## config.mk

```make
export PLATFORM = sky130hd
export DESIGN_NAME = fft_stage_sequencer
export DESIGN_NICKNAME = d
export VERILOG_FILES = /design/src/rtl/fft_stage_sequencer.sv
export SDC_FILE = /design/constraint.sdc
export NUM_CORES = 1
export LEC_CHECK = 0
export BUFFER_PORTS_ARGS = -buffer_cell sky130_fd_sc_hd__buf_4
export CAP_MARGIN = 0
export CORE_MARGIN = 2
export CORE_UTILIZATION = 45
export CTS_BUF_LIST = sky130_fd_sc_hd__clkbuf_8
export DETAILED_ROUTE_END_ITERATION = 6
export MAX_ROUTING_LAYER = met4
export SLEW_MARGIN = 20
export SYNTH_ARGS = -nofsm -noshare
export SYNTH_HDL_FRONTEND = slang
export SYNTH_SLANG_ARGS = --single-unit
```

## constraint.sdc

```tcl
create_clock -name clk -period 3.15 [get_ports clk]
set_input_delay 0.1575 -clock clk [delete_from_list [all_inputs] [get_ports clk]]
set_output_delay 0.1575 -clock clk [all_outputs]
set_load 0.05 [all_outputs]
```

## src/rtl/fft_stage_sequencer.sv

```systemverilog
// fft_stage_sequencer: walks an in-place radix-2 FFT stage by stage, issuing one butterfly per
// cycle (operand addresses, twiddle index, first/last flags) and waiting for every butterfly of a
// stage to come back before starting the next one.
module fft_stage_sequencer #(
  parameter int unsigned FFT_N    = 10,
  parameter int unsigned PL_DEPTH = 3
) (
  input  logic                     clk,
  input  logic                     rst,
  input  logic                     start,
  input  logic                     hold,
  input  logic                     bfly_oact,
  output logic                     iact,
  output logic [1:0]               ictrl,
  output logic [FFT_N-1:0]         addr_a,
  output logic [FFT_N-1:0]         addr_b,
  output logic [FFT_N-2:0]         tw_addr,
  output logic [$clog2(FFT_N)-1:0] stage,
  output logic                     busy,
  output logic                     done
);

  localparam int unsigned StW = $clog2(FFT_N);
  localparam int unsigned JW  = FFT_N - 1;

  localparam logic [FFT_N-1:0] OneN    = FFT_N'(1);
  localparam logic [JW-1:0]    OneJ    = JW'(1);
  localparam logic [FFT_N-1:0] HalfN   = {1'b1, {JW{1'b0}}};
  localparam logic [StW-1:0]   LastStg = StW'(FFT_N - 1);
  localparam logic [StW-1:0]   OneS    = StW'(1);

  // Completion is detected by counting returned butterflies, so the pipeline depth never
  // enters the logic; it is kept only as documentation of the attached datapath.
  if (PL_DEPTH == 0) begin : g_no_bfly_latency
  end

  typedef enum logic [1:0] {StIdle, StIssue, StDrain, StDone} state_e;

  state_e           state_q;
  logic [JW-1:0]    j_q;
  logic [FFT_N-1:0] ret_q;

  logic [StW-1:0]   ins_pos;
  logic [FFT_N-1:0] j_ext;
  logic [FFT_N-1:0] ins_bit;
  logic [FFT_N-1:0] low_mask;
  logic [FFT_N-1:0] addr_a_d;
  logic [FFT_N-1:0] addr_b_d;
  logic [JW-1:0]    tw_d;
  logic [1:0]       ictrl_d;
  logic [FFT_N-1:0] ret_inc;

  // Butterfly geometry for the current index: insert the pair-select bit into j at position
  // FFT_N-1-stage; the twiddle is j modulo the half-span scaled up by the stage number.
  always_comb begin
    ins_pos  = LastStg - stage;
    j_ext    = {1'b0, j_q};
    ins_bit  = OneN << ins_pos;
    low_mask = ins_bit - OneN;
    addr_a_d = ((j_ext & ~low_mask) << 1) | (j_ext & low_mask);
    addr_b_d = addr_a_d | ins_bit;
    tw_d     = (j_q & low_mask[JW-1:0]) << stage;
    ictrl_d  = {(j_q == '1), (j_q == '0)};
    ret_inc  = ret_q + {{JW{1'b0}}, bfly_oact};
  end

  // Sequencer FSM with all outputs registered; iact and done default low every cycle.
  always_ff @(posedge clk) begin
    if (rst) begin
      state_q <= StIdle;
      j_q     <= '0;
      ret_q   <= '0;
      stage   <= '0;
      iact    <= 1'b0;
      ictrl   <= '0;
      addr_a  <= '0;
      addr_b  <= '0;
      tw_addr <= '0;
      busy    <= 1'b0;
      done    <= 1'b0;
    end else begin
      iact <= 1'b0;
      done <= 1'b0;
      case (state_q)
        StIdle: begin
          if (start) begin
            state_q <= StIssue;
            busy    <= 1'b1;
            j_q     <= '0;
            ret_q   <= '0;
            stage   <= '0;
          end
        end
        StIssue: begin
          // Early returns are counted here so DRAIN only has to wait for the stragglers.
          ret_q <= ret_inc;
          if (!hold) begin
            iact    <= 1'b1;
            ictrl   <= ictrl_d;
            addr_a  <= addr_a_d;
            addr_b  <= addr_b_d;
            tw_addr <= tw_d;
            j_q     <= j_q + OneJ;
            if (j_q == '1) begin
              state_q <= StDrain;
            end
          end
        end
        StDrain: begin
          if (ret_inc == HalfN) begin
            ret_q <= '0;
            if (stage == LastStg) begin
              state_q <= StDone;
              done    <= 1'b1;
            end else begin
              stage   <= stage + OneS;
              state_q <= StIssue;
            end
          end else begin
            ret_q <= ret_inc;
          end
        end
        StDone: begin
          state_q <= StIdle;
          busy    <= 1'b0;
          stage   <= '0;
        end
        default: begin
          state_q <= StIdle;
          busy    <= 1'b0;
        end
      endcase
    end
  end

endmodule

```

==> results of run 1 <==
power by group:
group | internal [mW] | switching (mW)
clock network | 0.317 | 0.311
logic | 0.261 | 0.572
registers | 0.827 | 0.0537
per-stage QoR:
stage	power, mW	hold slack, ns	util, %	cell area (um^2)
2_1_floorplan	1.49	0.419	-	3450
3_3_place_gp	1.73	0.442	52.7	3860
3_5_place_dp	1.73	0.448	52.7	3860
4_1_cts	2.35	0.207	55.0	4030
5_1_grt	2.45	0.233	55.0	4030
6_report	2.34	0.198	55.0	4030
how the worst max path moves through the flow:
stage / start / end / slack (ns) / depth (start not counted)
after global routing: stage[1] / tw_addr[7] / 0.07 / 8
final: stage[1] / tw_addr[7] / 0.43 / 8
after CTS: stage[1] / tw_addr[7] / 0.44 / 8
after global placement: stage[1] / tw_addr[4] / 0.55 / 8
after floorplan: stage[1] / tw_addr[4] / 0.07 / 10
after detailed placement: stage[1] / tw_addr[7] / 0.45 / 8
area by class of cell:
class,count,area (um^2),share of cell area [%]
Clock inverter,5,21.3,0.527
Inverter,10,37.5,0.931
Clock buffer,11,151,3.75
Timing Repair Buffer,57,428,10.6
Sequential cell,59,1180,29.3
Tap cell,99,124,3.07
Multi-Input combinational cell,336,2090,51.8
cells in the final DEF (no fill, tap or decap), drive strengths merged, types with 8 or more instances in the layout:
cell / Yosys / routed
nor3: 22 / 22
dfxtp: 59 / 59
clkbuf: 27 / 11
a211oi: 14 / 14
buf: 7 / 57
nor2: 51 / 51
ha: 16 / 16
inv: 10 / 13
nand2: 36 / 36
nand3: 19 / 19
nor4: 8 / 8
a21oi: 29 / 29
o21ai: 27 / 27
tightest hold or removal path: cells and delay by family:
kind            cells  cell delay, ns
simple gates        3            0.21
buf+inv             1            0.09
compound gates      1            0.04
logic make-up after synthesis:
kind of cell,Yosys count,synth area share (%)
AOI/OAI and AO/OA,129,25.8
xor gates and xnor gates,11,2.79
adders and majority gates,16,5.80
buffers and inverters,44,5.22
DFF,59,34.2
muxes,3,0.907
and+or+nand+nor,177,25.2
metal layers:
layer / share of wire, % / track usage, %
met5: 0 / -
met2: 46 / 35.5
met1: 48 / 31.1
met3: 4.9 / 3.24
met4: 1.3 / 8.33
registers in the layout (all words and copies together), names as in the netlist:
register  cells
busy          1
stage         4
tw_addr       9
j_q           9
ret_q        10
state_q       2
addr_b       10
addr_a       10
iact          1
done          1
ictrl         2
==> run summary, run 1 <==
Post-Syn Nets: 460
Yosys top cell by area: dfxtp_1
Worst Setup End Kind: flip-flop
Core Region: 0.00733 mm^2
Initial Utilization: 47.1%
Post_cts resized: 0
Non-Filler Instances: 577
Final WS setup: 0.428 ns
Count of cell types in the netlist: 63
Post-synth EDFFs: 0
Worst-path clk slew: 0.07 ns
Clk_lat worst skew: 0.35 ns
Hold path depth: 5
Wirelength, routed: 9.22 mm
Total grt overflow: 0
Worst R2R Setup Slack: 0.43 ns
Slew @ Worst Pin: 0.719 ns
Final ANT Viol Nets: 0
Rel. slew slack: 52.1%
Worst path max stage delay: 0.54 ns
Peak Freq: 367 MHz
Asr flop ratio synth: 0%
Cell with the most instances after synthesis: dfxtp_1
Worst EP arrival: 2.97 ns
Hold_buf cts: 0
Clock Sinks: 59
Largest net degree at the start of global routing: 48
Cts bufs inserted: 9
Status: completed
Fillers: 713
Tmin final: 2.72 ns
DRT Pass-1 Iters: 4
Synth Warn #: 0
DRC Markers: 0
FF-to-FF Start: stage[1]
Total track usage: 23.2%
H-tree Lvls: 3
Die Ht: 91.6 um
Final clock skew: 0.00830 ns
Worst reg2reg path depth: 8
Mapped Cells: 439
Wire per inst: 16.0 um
Netlist Area Pre-Place: 0.00345 mm^2
Yosys top cell area share: 34.2%
# diodes: 0
Postcts setup bufs: 0
Post-synth top cells: dfxtp_1 (59), nor2_1 (51), nand2_1 (36), a21oi_1 (29), o21ai_0 (27)
# IOs: 43
Worst r2r dst: tw_addr[7]
Initial antenna violation count: 0
Vias in the first global route: 3097
Critical path's top delay family: compound AO/OA/AOI/OAI gates
Clock Tree Buf Depth: 2
Post-Route Setup TNS: 0 ns
Synth Register Bits: 59
Synth area leaders: dfxtp_1 (34%), ha_1 (5.8%), nor2_1 (5.5%), a21oi_1 (4.2%), nand2_1 (3.9%)
Num rows: 31
Via-per-instance ratio: 5.70
Period Utilization, post-route: 86.4%
Die width: 91.6 um
CP cell instances: inv_1, ha_1, xnor2_1, a211oi_1, nor2b_1, a2111oi_0, a311oi_1, a32o_1
PD cells: 581 mW/mm^2
Iteration-0 DRC Markers: 168
Syn Area/Cell: 7.86 um^2
Placer Congestion: 0.865
Min-delay src: start
WHS Endpoint: busy
RSZ-0062 raised after global routing: false
Fraction of layout cells with a size suffix above 1: 17.4%
Static Leak: 1.58 nW
Port Buffers: 42
Max-cap violation count: 0
Setup crit start kind: flip-flop
Die area: 0.00838 mm^2
CTS tree: built
Register area share after synthesis: 34.2%
CP max stage cell: ha_1
Slew Viols, Final: 0
Maximum vdd drop: 342 uV
Final net count: 494
Placed cells: 561
Post-DP HPWL: 6.39 mm
Vias: 3289
Hold Fails Final Rpt: 0
Setup Crit Path Kind: flip-flop to flip-flop
Area Overhead vs Synth: 16.9%
First-pass GRT wire length: 15.2 mm
Worst Path Max Fanout: 13
CP required: 3.40 ns
Root buffer cell: clkbuf_8
Main synth FF type: dfxtp_1
Dpl ws: 0.455 ns
Hold crit path type: input pin to flip-flop
Final setup viols: 0
Buf/Inv on CP: 1
Power figures use the tool's default switching activity.
==> inputs of run 2 (changes only) <==
==> constraint.sdc (replaced) <==
create_clock -name clk -period 3.15 [get_ports clk]
set_input_delay 0.7875 -clock clk [delete_from_list [all_inputs] [get_ports clk]]
set_output_delay 0.7875 -clock clk [all_outputs]
set_load 0.05 [all_outputs]
==> run 2 against run 1 <==
Critical path depth up 2. Cell count is 1.2% higher. Sequential cell count is the same. Largest power group unchanged.
==> run summary, run 2 (synthesis results as in run 1) <==
FF-to-FF Start: stage[0] (was stage[1])
Post-Route Setup TNS: 0 ns (unchanged)
Clock Sinks: 59 (unchanged)
Most frequent cells in the layout: buf_4 (64), dfxtp_1 (59), nor2_1 (51), nand2_1 (36), a21oi_1 (29) (was dfxtp_1 (59), buf_4 (57), nor2_1 (51), nand2_1 (36), a21oi_1 (29))
Hold crit path type: flip-flop to flip-flop (was input pin to flip-flop)
Setup crit start kind: flip-flop (unchanged)
Placed cells: 568 (was 561)
Via-per-instance ratio: 5.66 (was 5.70)
# diodes: 0 (unchanged)
Static Leak: 1.63 nW (was 1.58 nW)
Area Overhead vs Synth: 20.6% (was 16.9%)
Worst reg2reg path depth: 10 (was 8)
Die area: 0.00838 mm^2 (unchanged)
Hold Fails Final Rpt: 0 (unchanged)
Hold_buf cts: 0 (unchanged)
Die Ht: 91.6 um (unchanged)
Worst Path Max Fanout: 11 (was 13)
Total track usage: 24.0% (was 23.2%)
DRC Markers: 0 (unchanged)
Clk_lat worst skew: 0.34 ns (was 0.35 ns)
Tmin final: 2.88 ns (was 2.72 ns)
PD cells: 618 mW/mm^2 (was 581 mW/mm^2)
WHS Endpoint: tw_addr[0] (was busy)
Wirelength, routed: 9.27 mm (was 9.22 mm)
Wire per inst: 15.9 um (was 16.0 um)
Root buffer cell: clkbuf_8 (unchanged)
RSZ-0062 raised after global routing: false (unchanged)
Largest net degree at the start of global routing: 48 (unchanged)
Worst Setup End Kind: flip-flop (unchanged)
Core Region: 0.00733 mm^2 (unchanged)
CP required: 3.35 ns (was 3.40 ns)
Rel. slew slack: 45.9% (was 52.1%)
Met1 wire length: 4.64 mm (was 4.41 mm)
Post_cts resized: 0 (unchanged)
# IOs: 43 (unchanged)
Initial Utilization: 47.1% (unchanged)
Placer Congestion: 0.856 (was 0.865)
H-tree Lvls: 3 (unchanged)
Final net count: 501 (was 494)
Maximum vdd drop: 424 uV (was 342 uV)
Period Utilization, post-route: 91.3% (was 86.4%)
Vias in the first global route: 3103 (was 3097)
Max-cap violation count: 0 (unchanged)
Min-delay src: tw_addr[0] (was start)
Post-DP HPWL: 6.42 mm (was 6.39 mm)
Commonest non-fill, non-tap cell in the layout: buf_4 (was dfxtp_1)
Final clock skew: 0.00662 ns (was 0.00830 ns)
Final WS setup: 0.275 ns (was 0.428 ns)
Overall power: 2.57 mW (was 2.34 mW)
Port Buffers: 42 (unchanged)
Worst R2R Setup Slack: 0.27 ns (was 0.43 ns)
Peak Freq: 348 MHz (was 367 MHz)
Met2 Wirelength: 4.04 mm (was 4.24 mm)
Final setup viols: 0 (unchanged)
Hold path depth: 2 (was 5)
Fraction of layout cells with a size suffix above 1: 19.2% (was 17.4%)
Vias: 3306 (was 3289)
Clock Tree Buf Depth: 2 (unchanged)
Worst EP arrival: 3.08 ns (was 2.97 ns)
Final ANT Viol Nets: 0 (unchanged)
CTS tree: built (unchanged)
DRT Pass-1 Iters: 4 (unchanged)
Worst-path clk slew: 0.07 ns (about the same)
Iteration-0 DRC Markers: 186 (was 168)
Fillers: 696 (was 713)
Largest regs: addr_a x10, addr_b x10, ret_q x10 (unchanged)
Worst r2r dst: tw_addr[4] (was tw_addr[7])
Non-Filler Instances: 584 (was 577)
DR WL met3: 483 um (was 455 um)
Slew Viols, Final: 0 (unchanged)
Postcts setup bufs: 0 (unchanged)
First-pass GRT wire length: 15.8 mm (was 15.2 mm)
Num rows: 31 (unchanged)
Setup Crit Path Kind: flip-flop to flip-flop (unchanged)
Cts bufs inserted: 9 (unchanged)
Top sig layer: met4 (unchanged)
Status: completed (unchanged)
Slew @ Worst Pin: 0.811 ns (was 0.719 ns)
Dpl ws: 0.0923 ns (was 0.455 ns)
Initial antenna violation count: 0 (unchanged)
Total grt overflow: 0 (unchanged)
Die width: 91.6 um (unchanged)
## run 2: cell count changes in the layout (fill, tap and decap cells not counted)
cell	change
clkinvlp_4	+1
inv_1	-3
clkbuf_8	+2
buf_4	+7
clkinv_2	-2
bufinv_16	+2
## run 2: area by class of cell
class                   count  area (um^2)  area share [%]
inverters                  10         37.5           0.902
repair buffers             64          480            11.5
multi-input cells         336         2090            50.3
flip-flops and latches     59         1180            28.4
clock buffers              13          179            4.30
clock inverters             3         67.6            1.62
well taps                  99          124            2.98
## run 2: worst max path at each step
stage | from | to | slack [ns] | depth (start not counted)
global placement | bfly_oact | state_q[1] | 0.19 | 9
finish | stage[0] | tw_addr[4] | 0.27 | 10
CTS | stage[0] | tw_addr[7] | 0.34 | 8
detailed placement | bfly_oact | state_q[1] | 0.09 | 9
global route | stage[0] | tw_addr[4] | 0.11 | 10
floorplan | stage[1] | tw_addr[4] | 0.07 | 10
## run 2: metrics by stage
stage / hold WS, ns / area [um^2] / util (%)
2_1_floorplan: 0.453 / 3450 / -
3_3_place_gp: 0.440 / 3910 / 53.4
3_5_place_dp: 0.445 / 3910 / 53.4
4_1_cts: 0.456 / 4160 / 56.8
5_1_grt: 0.467 / 4160 / 56.8
6_report: 0.451 / 4160 / 56.8
## run 2: critical path: stages (launching register included)
cell and delay (ns):
dfxtp_1 0.51, buf_4 0.23, ha_1 0.41, nor4_2 0.14, buf_4 0.17, o31ai_1 0.40
buf_4 0.21, nor2_1 0.04, or4_1 0.40, o211ai_1 0.13, a21oi_1 0.09
## run 2: where the power goes
group	switching [mW]	internal (mW)
Sequential	0.0530	0.827
Combinational	0.580	0.266
Clock	0.311	0.532
## run 2: layer usage
metal	vias to the layer above	track usage, %
li1	1691	-
met1	1513	34.3
met2	92	34.7
met3	10	4.48
met4	0	5.93
met5	-	-
